$ cat config.mk
export PLATFORM = sky130hd
export DESIGN_NAME = weighted_buffer_scheduler_flat
export DESIGN_NICKNAME = d
export VERILOG_FILES = /design/src/rtl/sched_pkg.sv /design/src/rtl/weighted_buffer_scheduler_if.sv /design/src/rtl/chan_fifo.sv /design/src/rtl/weighted_buffer_scheduler.sv /design/src/flat_wrapper.sv
export SDC_FILE = /design/constraint.sdc
export NUM_CORES = 1
export LEC_CHECK = 0
export CAP_MARGIN = 10
export CORE_MARGIN = 2
export CORE_UTILIZATION = 45
export DETAILED_ROUTE_END_ITERATION = 6
export PLACE_DENSITY = 0.66
export RECOVER_POWER = 50
export SLEW_MARGIN = 20
export SYNTH_ARGS = -nofsm -noshare
export SYNTH_HDL_FRONTEND = slang
export SYNTH_SLANG_ARGS = --single-unit
$ cat constraint.sdc
create_clock -name clk -period 11.2 [get_ports clk]
set_input_delay 1.68 -clock clk [delete_from_list [all_inputs] [get_ports clk]]
set_output_delay 1.68 -clock clk [all_outputs]
set_load 0.03 [all_outputs]
$ cat src/rtl/sched_pkg.sv
// Shared definitions for the weighted buffer scheduler: mode encodings,
// forced-mode encodings and width helpers used by the top, the interface
// and the per-channel FIFO.
package sched_pkg;

   typedef enum logic {
      MODE_LAT = 1'b0,
      MODE_REL = 1'b1
   } mode_e;

   localparam logic [1:0] FORCE_AUTO = 2'b00;
   localparam logic [1:0] FORCE_LAT  = 2'b01;
   localparam logic [1:0] FORCE_REL  = 2'b10;

   // Bits needed to hold a count from 0 to depth inclusive.
   function automatic int cnt_width(input int depth);
      return $clog2(depth + 1);
   endfunction

   // Bits needed to index n items, never less than one.
   function automatic int idx_width(input int n);
      return (n > 1) ? $clog2(n) : 1;
   endfunction

   // Bits for a weighted score whose largest weight is num_ch and whose
   // worst case is every channel full: depth * (1 + 2 + ... + num_ch).
   function automatic int score_width(input int num_ch, input int depth);
      return $clog2(depth * num_ch * (num_ch + 1) / 2 + 1);
   endfunction

endpackage

$ cat src/rtl/weighted_buffer_scheduler_if.sv
// Producer/display-side bundle of the weighted buffer scheduler. The
// scheduler uses the slave view; whoever drives the channels and reads the
// display uses the master view.
interface weighted_buffer_scheduler_if #(
   parameter int NUM_CH = 4,
   parameter int DEPTH  = 6,
   parameter int DATA_W = 2
);
   localparam int CNT_W = sched_pkg::cnt_width(DEPTH);
   localparam int CH_W  = sched_pkg::idx_width(NUM_CH);

   logic [NUM_CH-1:0]        in_valid;
   logic [NUM_CH*DATA_W-1:0] in_data;
   logic [NUM_CH-1:0]        in_ready;
   logic [1:0]               mode_force;
   logic [NUM_CH*CNT_W-1:0]  occupancy;
   logic                     mode;
   logic [DATA_W-1:0]        disp;
   logic [CH_W-1:0]          disp_ch;
   logic                     disp_valid;

   modport master (
      output in_valid, in_data, mode_force,
      input  in_ready, occupancy, mode, disp, disp_ch, disp_valid
   );

   modport slave (
      input  in_valid, in_data, mode_force,
      output in_ready, occupancy, mode, disp, disp_ch, disp_valid
   );

endinterface

$ cat src/rtl/chan_fifo.sv
// One channel's circular FIFO. Pointers wrap explicitly at DEPTH so the
// depth does not have to be a power of two. A push while full and a pop
// while empty are ignored.
module chan_fifo #(
   parameter int   DEPTH  = 6,
   parameter int   DATA_W = 2,
   localparam int  CNT_W  = sched_pkg::cnt_width(DEPTH)
) (
   input  logic              clk,
   input  logic              rst_n,
   input  logic              push,
   input  logic              pop,
   input  logic [DATA_W-1:0] data_in,
   output logic [DATA_W-1:0] data_out,
   output logic [CNT_W-1:0]  count,
   output logic              full,
   output logic              empty
);
   localparam int PTR_W = sched_pkg::idx_width(DEPTH);

   logic [DATA_W-1:0] mem [DEPTH];
   logic [PTR_W-1:0]  wr_ptr;
   logic [PTR_W-1:0]  rd_ptr;
   logic              push_ok;
   logic              pop_ok;

   function automatic logic [PTR_W-1:0] next_ptr(input logic [PTR_W-1:0] p);
      return (p == PTR_W'(DEPTH - 1)) ? '0 : p + PTR_W'(1);
   endfunction

   assign full     = (count == CNT_W'(DEPTH));
   assign empty    = (count == '0);
   assign push_ok  = push && !full;
   assign pop_ok   = pop && !empty;
   assign data_out = mem[rd_ptr];

   // Storage is not reset; the pointers and count alone define what is valid.
   always_ff @(posedge clk) begin
      if (push_ok) mem[wr_ptr] <= data_in;
   end

   // Pointer and count bookkeeping; a simultaneous push and pop keeps the count.
   always_ff @(posedge clk or negedge rst_n) begin
      if (!rst_n) begin
         wr_ptr <= '0;
         rd_ptr <= '0;
         count  <= '0;
      end else begin
         if (push_ok) wr_ptr <= next_ptr(wr_ptr);
         if (pop_ok)  rd_ptr <= next_ptr(rd_ptr);
         case ({push_ok, pop_ok})
            2'b10:   count <= count + CNT_W'(1);
            2'b01:   count <= count - CNT_W'(1);
            default: count <= count;
         endcase
      end
   end

endmodule

$ cat src/rtl/weighted_buffer_scheduler.sv
// Multi-channel buffering scheduler. Each channel has its own FIFO; on every
// prescaler tick one non-empty channel is chosen from weighted occupancy
// scores and its head entry is presented on the display outputs.
module weighted_buffer_scheduler #(
   parameter int NUM_CH   = 4,
   parameter int DEPTH    = 6,
   parameter int DATA_W   = 2,
   parameter int TICK_DIV = 75000000
) (
   input  logic                         clk,
   input  logic                         rst_n,
   weighted_buffer_scheduler_if.slave   bus
);
   import sched_pkg::*;

   localparam int CNT_W   = cnt_width(DEPTH);
   localparam int CH_W    = idx_width(NUM_CH);
   localparam int SCORE_W = score_width(NUM_CH, DEPTH);
   localparam int PRE_W   = idx_width(TICK_DIV);

   logic [PRE_W-1:0]        presc;
   logic                    tick;
   logic [CNT_W-1:0]        cnt  [NUM_CH];
   logic [DATA_W-1:0]       head [NUM_CH];
   logic [NUM_CH-1:0]       full;
   logic [NUM_CH-1:0]       empty;
   logic [NUM_CH-1:0]       pop;
   logic [NUM_CH*CNT_W-1:0] occ_flat;
   logic [SCORE_W-1:0]      rea;
   logic [SCORE_W-1:0]      lat;
   mode_e                   sel_mode;
   logic [CH_W-1:0]         sel;
   logic [CNT_W-1:0]        best;
   logic                    do_pop;

   mode_e                   mode_q;
   logic [DATA_W-1:0]       disp_q;
   logic [CH_W-1:0]         disp_ch_q;
   logic                    disp_valid_q;

   assign tick   = (presc == PRE_W'(TICK_DIV - 1));
   assign do_pop = tick && !(&empty);

   // Free-running prescaler that produces one tick every TICK_DIV cycles.
   always_ff @(posedge clk or negedge rst_n) begin
      if (!rst_n)    presc <= '0;
      else if (tick) presc <= '0;
      else           presc <= presc + PRE_W'(1);
   end

   for (genvar g = 0; g < NUM_CH; g++) begin : g_ch
      chan_fifo #(
         .DEPTH  (DEPTH),
         .DATA_W (DATA_W)
      ) u_fifo (
         .clk      (clk),
         .rst_n    (rst_n),
         .push     (bus.in_valid[g]),
         .pop      (pop[g]),
         .data_in  (bus.in_data[g*DATA_W +: DATA_W]),
         .data_out (head[g]),
         .count    (cnt[g]),
         .full     (full[g]),
         .empty    (empty[g])
      );
   end

   // Flatten per-channel counts for the occupancy bus.
   always_comb begin
      occ_flat = '0;
      for (int i = 0; i < NUM_CH; i++) occ_flat[i*CNT_W +: CNT_W] = cnt[i];
   end

   // Weighted scores: reliability favours high channels, latency low channels.
   always_comb begin
      rea = '0;
      lat = '0;
      for (int i = 0; i < NUM_CH; i++) begin
         rea = rea + SCORE_W'(i + 1) * SCORE_W'(cnt[i]);
         lat = lat + SCORE_W'(NUM_CH - i) * SCORE_W'(cnt[i]);
      end
   end

   // Mode for this cycle: forced encodings win, otherwise compare scores.
   always_comb begin
      case (bus.mode_force)
         FORCE_LAT:  sel_mode = MODE_LAT;
         FORCE_REL:  sel_mode = MODE_REL;
         FORCE_AUTO: sel_mode = (rea >= lat) ? MODE_REL : MODE_LAT;
         default:    sel_mode = (rea >= lat) ? MODE_REL : MODE_LAT;
      endcase
   end

   // Fullest non-empty channel; ties go low in latency mode, high in reliability.
   always_comb begin
      sel  = '0;
      best = '0;
      for (int i = 0; i < NUM_CH; i++) begin
         if (!empty[i] && (cnt[i] > best || (sel_mode == MODE_REL && cnt[i] == best))) begin
            sel  = CH_W'(i);
            best = cnt[i];
         end
      end
   end

   // Pop strobe for the chosen channel on a tick with something to send.
   always_comb begin
      pop = '0;
      if (do_pop) pop[sel] = 1'b1;
   end

   // Registered display outputs; they hold when a tick finds nothing to pop.
   always_ff @(posedge clk or negedge rst_n) begin
      if (!rst_n) begin
         mode_q       <= MODE_LAT;
         disp_q       <= '0;
         disp_ch_q    <= '0;
         disp_valid_q <= 1'b0;
      end else begin
         disp_valid_q <= 1'b0;
         if (do_pop) begin
            mode_q       <= sel_mode;
            disp_q       <= head[sel];
            disp_ch_q    <= sel;
            disp_valid_q <= 1'b1;
         end
      end
   end

   assign bus.in_ready   = ~full;
   assign bus.occupancy  = occ_flat;
   assign bus.mode       = mode_q;
   assign bus.disp       = disp_q;
   assign bus.disp_ch    = disp_ch_q;
   assign bus.disp_valid = disp_valid_q;

endmodule

$ cat src/flat_wrapper.sv
// flat-port wrapper written by rule: the top's interface ports become plain ports
module weighted_buffer_scheduler_flat import sched_pkg::*;
#(
   parameter int NUM_CH   = 4,
   parameter int DEPTH    = 6,
   parameter int DATA_W   = 2,
   parameter int TICK_DIV = 75000000
)
  (clk, rst_n, bus_in_valid, bus_in_data, bus_mode_force, bus_in_ready, bus_occupancy, bus_mode, bus_disp, bus_disp_ch, bus_disp_valid);
  weighted_buffer_scheduler_if #(.NUM_CH(NUM_CH), .DEPTH(DEPTH), .DATA_W(DATA_W)) bus_i ();
  input  logic clk;
  input  logic rst_n;
  input wire logic [$bits(bus_i.in_valid)-1:0] bus_in_valid;
  input wire logic [$bits(bus_i.in_data)-1:0] bus_in_data;
  input wire logic [$bits(bus_i.mode_force)-1:0] bus_mode_force;
  output wire logic [$bits(bus_i.in_ready)-1:0] bus_in_ready;
  output wire logic [$bits(bus_i.occupancy)-1:0] bus_occupancy;
  output wire logic [$bits(bus_i.mode)-1:0] bus_mode;
  output wire logic [$bits(bus_i.disp)-1:0] bus_disp;
  output wire logic [$bits(bus_i.disp_ch)-1:0] bus_disp_ch;
  output wire logic [$bits(bus_i.disp_valid)-1:0] bus_disp_valid;
  assign bus_i.in_valid = bus_in_valid;
  assign bus_i.in_data = bus_in_data;
  assign bus_i.mode_force = bus_mode_force;
  assign bus_in_ready = bus_i.in_ready;
  assign bus_occupancy = bus_i.occupancy;
  assign bus_mode = bus_i.mode;
  assign bus_disp = bus_i.disp;
  assign bus_disp_ch = bus_i.disp_ch;
  assign bus_disp_valid = bus_i.disp_valid;
  weighted_buffer_scheduler #(.NUM_CH(NUM_CH), .DEPTH(DEPTH), .DATA_W(DATA_W), .TICK_DIV(TICK_DIV)) u_core (.clk(clk), .rst_n(rst_n), .bus(bus_i));
endmodule
# Yosys cells after proc, flatten, opt, wreduce, memory -nomap -nowiden
# Memory sizes are Yosys's and may differ from the RTL's.
# Index checks and enable logic that the tools add are counted.
# W data, S select, Z words.
dict set report totals {
  regBits 69
  ram_bits 48
  inputBits 16
  out_inout_bits 22
  memories 4
}
dict set report classes {
  add_sub_neg 23
  multipliers 2
  magnitude_cmp 8
  n_eq_ne 26
  mux 36
  bitwise_logic 2
  reduce_logical 40
}
# memory depth word_bits rd rd_clocked_by_memory_dff write_ports line
set memory_table {}
lappend memory_table {{u_core.g_ch[0].u_fifo.mem} 6 2 1 0 1 chan_fifo.sv:21} ;# logic [DATA_W-1:0] mem [DEPTH];
lappend memory_table {{u_core.g_ch[1].u_fifo.mem} 6 2 1 0 1 chan_fifo.sv:21}
lappend memory_table {{u_core.g_ch[2].u_fifo.mem} 6 2 1 0 1 chan_fifo.sv:21}
lappend memory_table {{u_core.g_ch[3].u_fifo.mem} 6 2 1 0 1 chan_fifo.sv:21}
# op n
set op_table {}
lappend op_table {{$add A3 B1 Y3 const B} 12}
lappend op_table {{$eq A3 B3 Y1 const B} 12}
lappend op_table {{$mux W3} 11}
lappend op_table {{$add A27 B1 Y27 const B} 1}
lappend op_table {{$eq A27 B27 Y1 const B} 1}
lappend op_table {{$mux W27} 1}
lappend op_table {{$pmux W3 S2} 4}
lappend op_table {{$logic_and A1 B1 Y1} 18}
lappend op_table {{$add A6 B5 Y6} 2}
lappend op_table {{$logic_not A3 Y1} 4}
lappend op_table {{$mux W1} 12}
lappend op_table {{$sub A3 B1 Y3 const B} 4}
lappend op_table {{$eq A2 B1 Y1 const B} 5}
lappend op_table {{$eq A2 B2 Y1 const B} 5}
lappend op_table {{$mul A2 B3 Y5 const A} 2}
lappend op_table {{$eq A3 B3 Y1} 3}
lappend op_table {{$gt A3 B3 Y1} 3}
lappend op_table {{$logic_not A1 Y1} 9}
lappend op_table {{$mux W2} 4}
lappend op_table {{$reduce_bool A2 Y1} 4}
lappend op_table {{$add A5 B5 Y6} 1}
lappend op_table {{$add A6 B3 Y6} 1}
lappend op_table {{$add A6 B4 Y6} 1}
lappend op_table {{$ge A6 B6 Y1} 1}
lappend op_table {{13 further kinds} 16}

# Longest topological paths before layout
dict set report depth {
  ltp_word 34
  ltp_mapped 37
  ltp_nobuf 36
}

# Hierarchy
# From an unflattened synthesis, not the netlist that was laid out.
dict set report unflattened {
  cells_unflattened 556
  area_unflattened_um2 6496.2
}
# mod instances cells_per_inst area_per_inst_um2
set by_module_without_submodules {}
lappend by_module_without_submodules {{chan_fifo at u_core.g_ch[0].u_fifo ...} 3 67 944.7}
lappend by_module_without_submodules {weighted_buffer_scheduler 1 289 2715.1}
lappend by_module_without_submodules {{chan_fifo at u_core.g_ch[1].u_fifo} 1 66 947.2}

# Worst setup path before layout
# No wires, ideal clock.
dict set report synth_path {
  kind {register to register}
  from {register u_core.g_ch[0].u_fifo.count[1]}
  to {register u_core.g_ch[0].u_fifo.count[2]}
  setup_time_ns 0.080
  arrival_ns 8.281
  required_time_ns 11.120
  slack_ns 2.839
  path_stages_with_launch 36
  n_path_buf 1
  path_cell_list {dfrtp_1 ha_1 fa_1 inv_1 fa_1 fa_1 inv_1 ha_1 inv_1 fa_1 inv_1 ha_1 a21o_1 a2111oi_0 o21ai_1 and2_0 clkbuf_1 a21oi_1 ha_1 and3_1 a211oi_1 nand2_2 mux2_2 ha_1 nand2b_1 a211oi_1 nor3_1 o21ai_0 nand3_1 inv_1 ha_1 inv_1 fa_1 xor2_1 nor2_1 xnor2_1}
}
dict set report synth_via {
  elab_chain_len 33
  elab_cells_between_ends 55
  classes_between {8 x add/sub; 7 x order compare; 6 x eq/ne; 12 x mux; 22 x reduce/logical}
}
# element line
set synth_rtl {}
lappend synth_rtl {{start, declared} chan_fifo.sv:15} ;# output logic [CNT_W-1:0] count,
lappend synth_rtl {{start signal, assigned} chan_fifo.sv:52} ;# 2'b10: count <= count + CNT_W'(1);
lappend synth_rtl {{start signal, assigned} chan_fifo.sv:53} ;# 2'b01: count <= count - CNT_W'(1);
lappend synth_rtl {{start signal, assigned} chan_fifo.sv:54} ;# default: count <= count;
lappend synth_rtl {{parallel branches: the longest is 30 deep, another holds $add A5 B5 Y6} -}
lappend synth_rtl {{$logic_and A1 B1 Y1 *} chan_fifo.sv:34} ;# assign pop_ok = pop && !empty;
lappend synth_rtl {{net u_core.g_ch[0].u_fifo.pop_ok} chan_fifo.sv:25} ;# logic pop_ok;
lappend synth_rtl {{$eq A2 B1 Y1 or $eq A2 B2 Y1 (tied branches)} chan_fifo.sv:51} ;# case ({push_ok, pop_ok})
lappend synth_rtl {{$pmux W3 S2 or $reduce_bool A2 Y1 (tied branches)} -}
# Mark *: on every way through the listed nets, which the timed path passes.
# A chain may end at the register's enable or synchronous reset.

# Worst setup path after layout
# Ends and elaborated chain as after synthesis.

==> metrics <==
Hold Path Stages=1; Worst path max stage delay=500 ps; width of the die=124 um; Slew Viols, Final=86; Remaining DRCs=0; Root Driver=clkbuf_16; dpl cells=763; Reg-to-Reg End=u_core.g_ch[0].u_fifo.count[2]; slowest CP cell=fa_1; top cells by area, synth=dfrtp_1, edfxtp_1, ha_1; CP Max Fanout=8; max-cap violations=2; failing checks=max-capacitance violations, max-slew violations; actual slew at the worst max-slew pin=3860 ps; drt first pass iters=4; ys async rst share=0.590; final WL=13300 um; H-tree lvl count=4; Max clock buf depth=2; antenna violations before repair=0; dominant cell type by area after synthesis=dfrtp_1; port bufs=37; Post-Layout Cell Count=795; number of diodes=0; DRT antenna net count=0; fill count=1164; Hold Fails Final Rpt=0; Core Rows=43; Core ar.=0.0139 mm^2; Hold WC Path Type=reg -> reg; # nets final=674; drt via density=5.40; reg2reg start=u_core.g_ch[0].u_fifo.count[1]; Max Clk Rate=108 MHz; Syn Std Cell Area=0.00644 mm^2; Final setup viols=0; Slew HR=-1.57; Avg Inst Size Synth=11.6 um^2; die height=124 um; cts repair resizes=0; syn_nets=625; GPL Wtd Cong=0.884; post-route cell area=0.00758 mm^2; first-pass GRT wire length=22400 um; vias in the first global route=4553; grt total ovfl=0; startpoint types=flip-flop; FF+latch count, synth=117; DP Wirelength=10000 um; R2R setup slack=1950 ps; TritonCTS clock tree=done; P_leak=0.00321 uW; Starting DRT DRC Count=347; crit path capture type=flip-flop; I/O Pins=38; largest net degree at the start of global routing=70; outcome=finished, violations left; sequential area share after synthesis=0.492; CTS Buf Count=17; most common cell in the netlist=dfrtp_1; Worst Reg2Reg Path Length in Cells=34; cell count after synthesis=553; Worst VDD drop=195 uV; share of layout cells above drive strength 1=0.101; Final Critical Period=9250 ps; top cells by count, synth=dfrtp_1, edfxtp_1, inv_1, nor2_1, nand2_1; arrival time at the worst endpoint=9580 ps; setup bufs post-CTS=0; Cell variety after synth=53; via count=4292; PwrDens=323 mW/mm^2; clk_skew=7.39 ps; Worst-Skew Late Latency=420 ps; starting density of the core=0.462; Main synth FF type=dfrtp_1; synthesis-to-finish area growth=17.8%; setup_tns=0 ps; min-delay src=u_core.presc[0]; Total Routing Usage GR=0.196; CTS Hold Buffers Added=0; EDFF count, synth=48; Sink Count=117; fin util=0.544; RSZ-0062 raised after global routing=no; required time of the critical path=11540 ps; Final Cycle Share=0.825; Hold EP=u_core.presc[0]; DP Area=0.00701 mm^2; Synth warnings=0; die area=0.0153 mm^2; share of the synthesized area in the top cell type=0.268; critical path class=reg -> reg; CTS clk-pin slew, worst paths=60 ps; DR WL/cell=16.7 um
through the flow:
step	hold slack (ps)	worst slack [ps]	total power [uW]
after CTS	455	2080	2470
after global routing	482	1140	2690
after floorplan	424	2840	1560
after detailed placement	448	2150	1920
final	454	1950	2450
after global placement	438	2410	1860
worst max-delay path, delay by kind of cell (launching register included):
family | cells | cell delay [ps]
flip-flops | 1 | 480
buffers and inverters | 6 | 390
AND/OR/NAND/NOR | 7 | 1410
adder cells (fa/ha/maj) | 11 | 3770
AO/OA/AOI/OAI | 7 | 2480
XOR/XNOR | 2 | 290
multiplexers | 1 | 340
power by group:
part	switching (uW)	internal, uW	total [uW]
Sequential	70.4	502	572
Combinational	798	545	1340
Clock	203	334	536
Total	1070	1380	2450
logic make-up (layout without fill, tap and decap cells):
logic type / after synthesis / count (layout) / share of synthesized area
muxes: 28 / 28 / 0.0612
buffers and inverters: 56 / 118 / 0.0327
DFF: 117 / 117 / 0.492
and+or+nand+nor: 187 / 187 / 0.157
AOI/OAI and AO/OA: 65 / 65 / 0.0665
xor gates and xnor gates: 44 / 44 / 0.0599
adders and majority gates: 56 / 56 / 0.131
final cells by class:
class                   instances  area, um^2  area share
inverters                      48         180      0.0238
clock inverters                12         118      0.0155
clock buffers                  20         479      0.0632
flip-flops and latches        117        3170       0.418
multi-input cells             380        3040       0.401
well taps                     180         225      0.0297
repair buffers                 38         369      0.0487
worst max path at each step:
stage               slack (ps)                             end  cells past startpoint                           start
floorplan                 2840  u_core.g_ch[0].u_fifo.count[2]                     35  u_core.g_ch[0].u_fifo.count[1]
global placement          2410  u_core.g_ch[0].u_fifo.count[2]                     34  u_core.g_ch[0].u_fifo.count[1]
detailed placement        2150  u_core.g_ch[1].u_fifo.count[2]                     35  u_core.g_ch[1].u_fifo.count[1]
CTS                       2080  u_core.g_ch[0].u_fifo.count[2]                     34  u_core.g_ch[0].u_fifo.count[1]
global route              1140  u_core.g_ch[0].u_fifo.count[2]                     35  u_core.g_ch[0].u_fifo.count[1]
finish                    1950  u_core.g_ch[0].u_fifo.count[2]                     34  u_core.g_ch[0].u_fifo.count[1]
per-layer routing:
| metal | vias up | GRT usage | share of wire |
|---|---|---|---|
| met5 | - | 0 | 0 |
| met3 | 34 | 0.0577 | 0.041 |
| met2 | 85 | 0.321 | 0.49 |
| met1 | 2117 | 0.237 | 0.44 |
| met4 | 0 | 0.0973 | 0.029 |
| li1 | 2056 | - | - |
state kept, by name, indices dropped and copies added (netlist names):
register / count
u_core.bus.disp_valid: 1
u_core.presc: 27
u_core.g_ch.u_fifo.mem: 48
u_core.bus.disp_ch: 2
u_core.g_ch.u_fifo.wr_ptr: 12
u_core.bus.disp: 2
u_core.g_ch.u_fifo.count: 12
u_core.g_ch.u_fifo.rd_ptr: 12
u_core.bus.mode: 1
placed cells by master, fill, tap and decap left out, drive strengths merged, types with 6 or more instances in the layout:
cell type	instances
clkbuf	21
a21o	10
clkdlybuf4s50	26
nand4	8
nand3	22
mux2i	9
nand2	39
a21oi	13
fa	19
dlygate4sd3	10
xnor2	26
nor2	43
nor3	16
ha	37
dfrtp	69
xor2	18
mux4	8
nor2b	7
and2	8
nand2b	10
mux2	11
o21ai	20
inv	51
edfxtp	48
and3	6
Power figures use the tool's default switching activity.
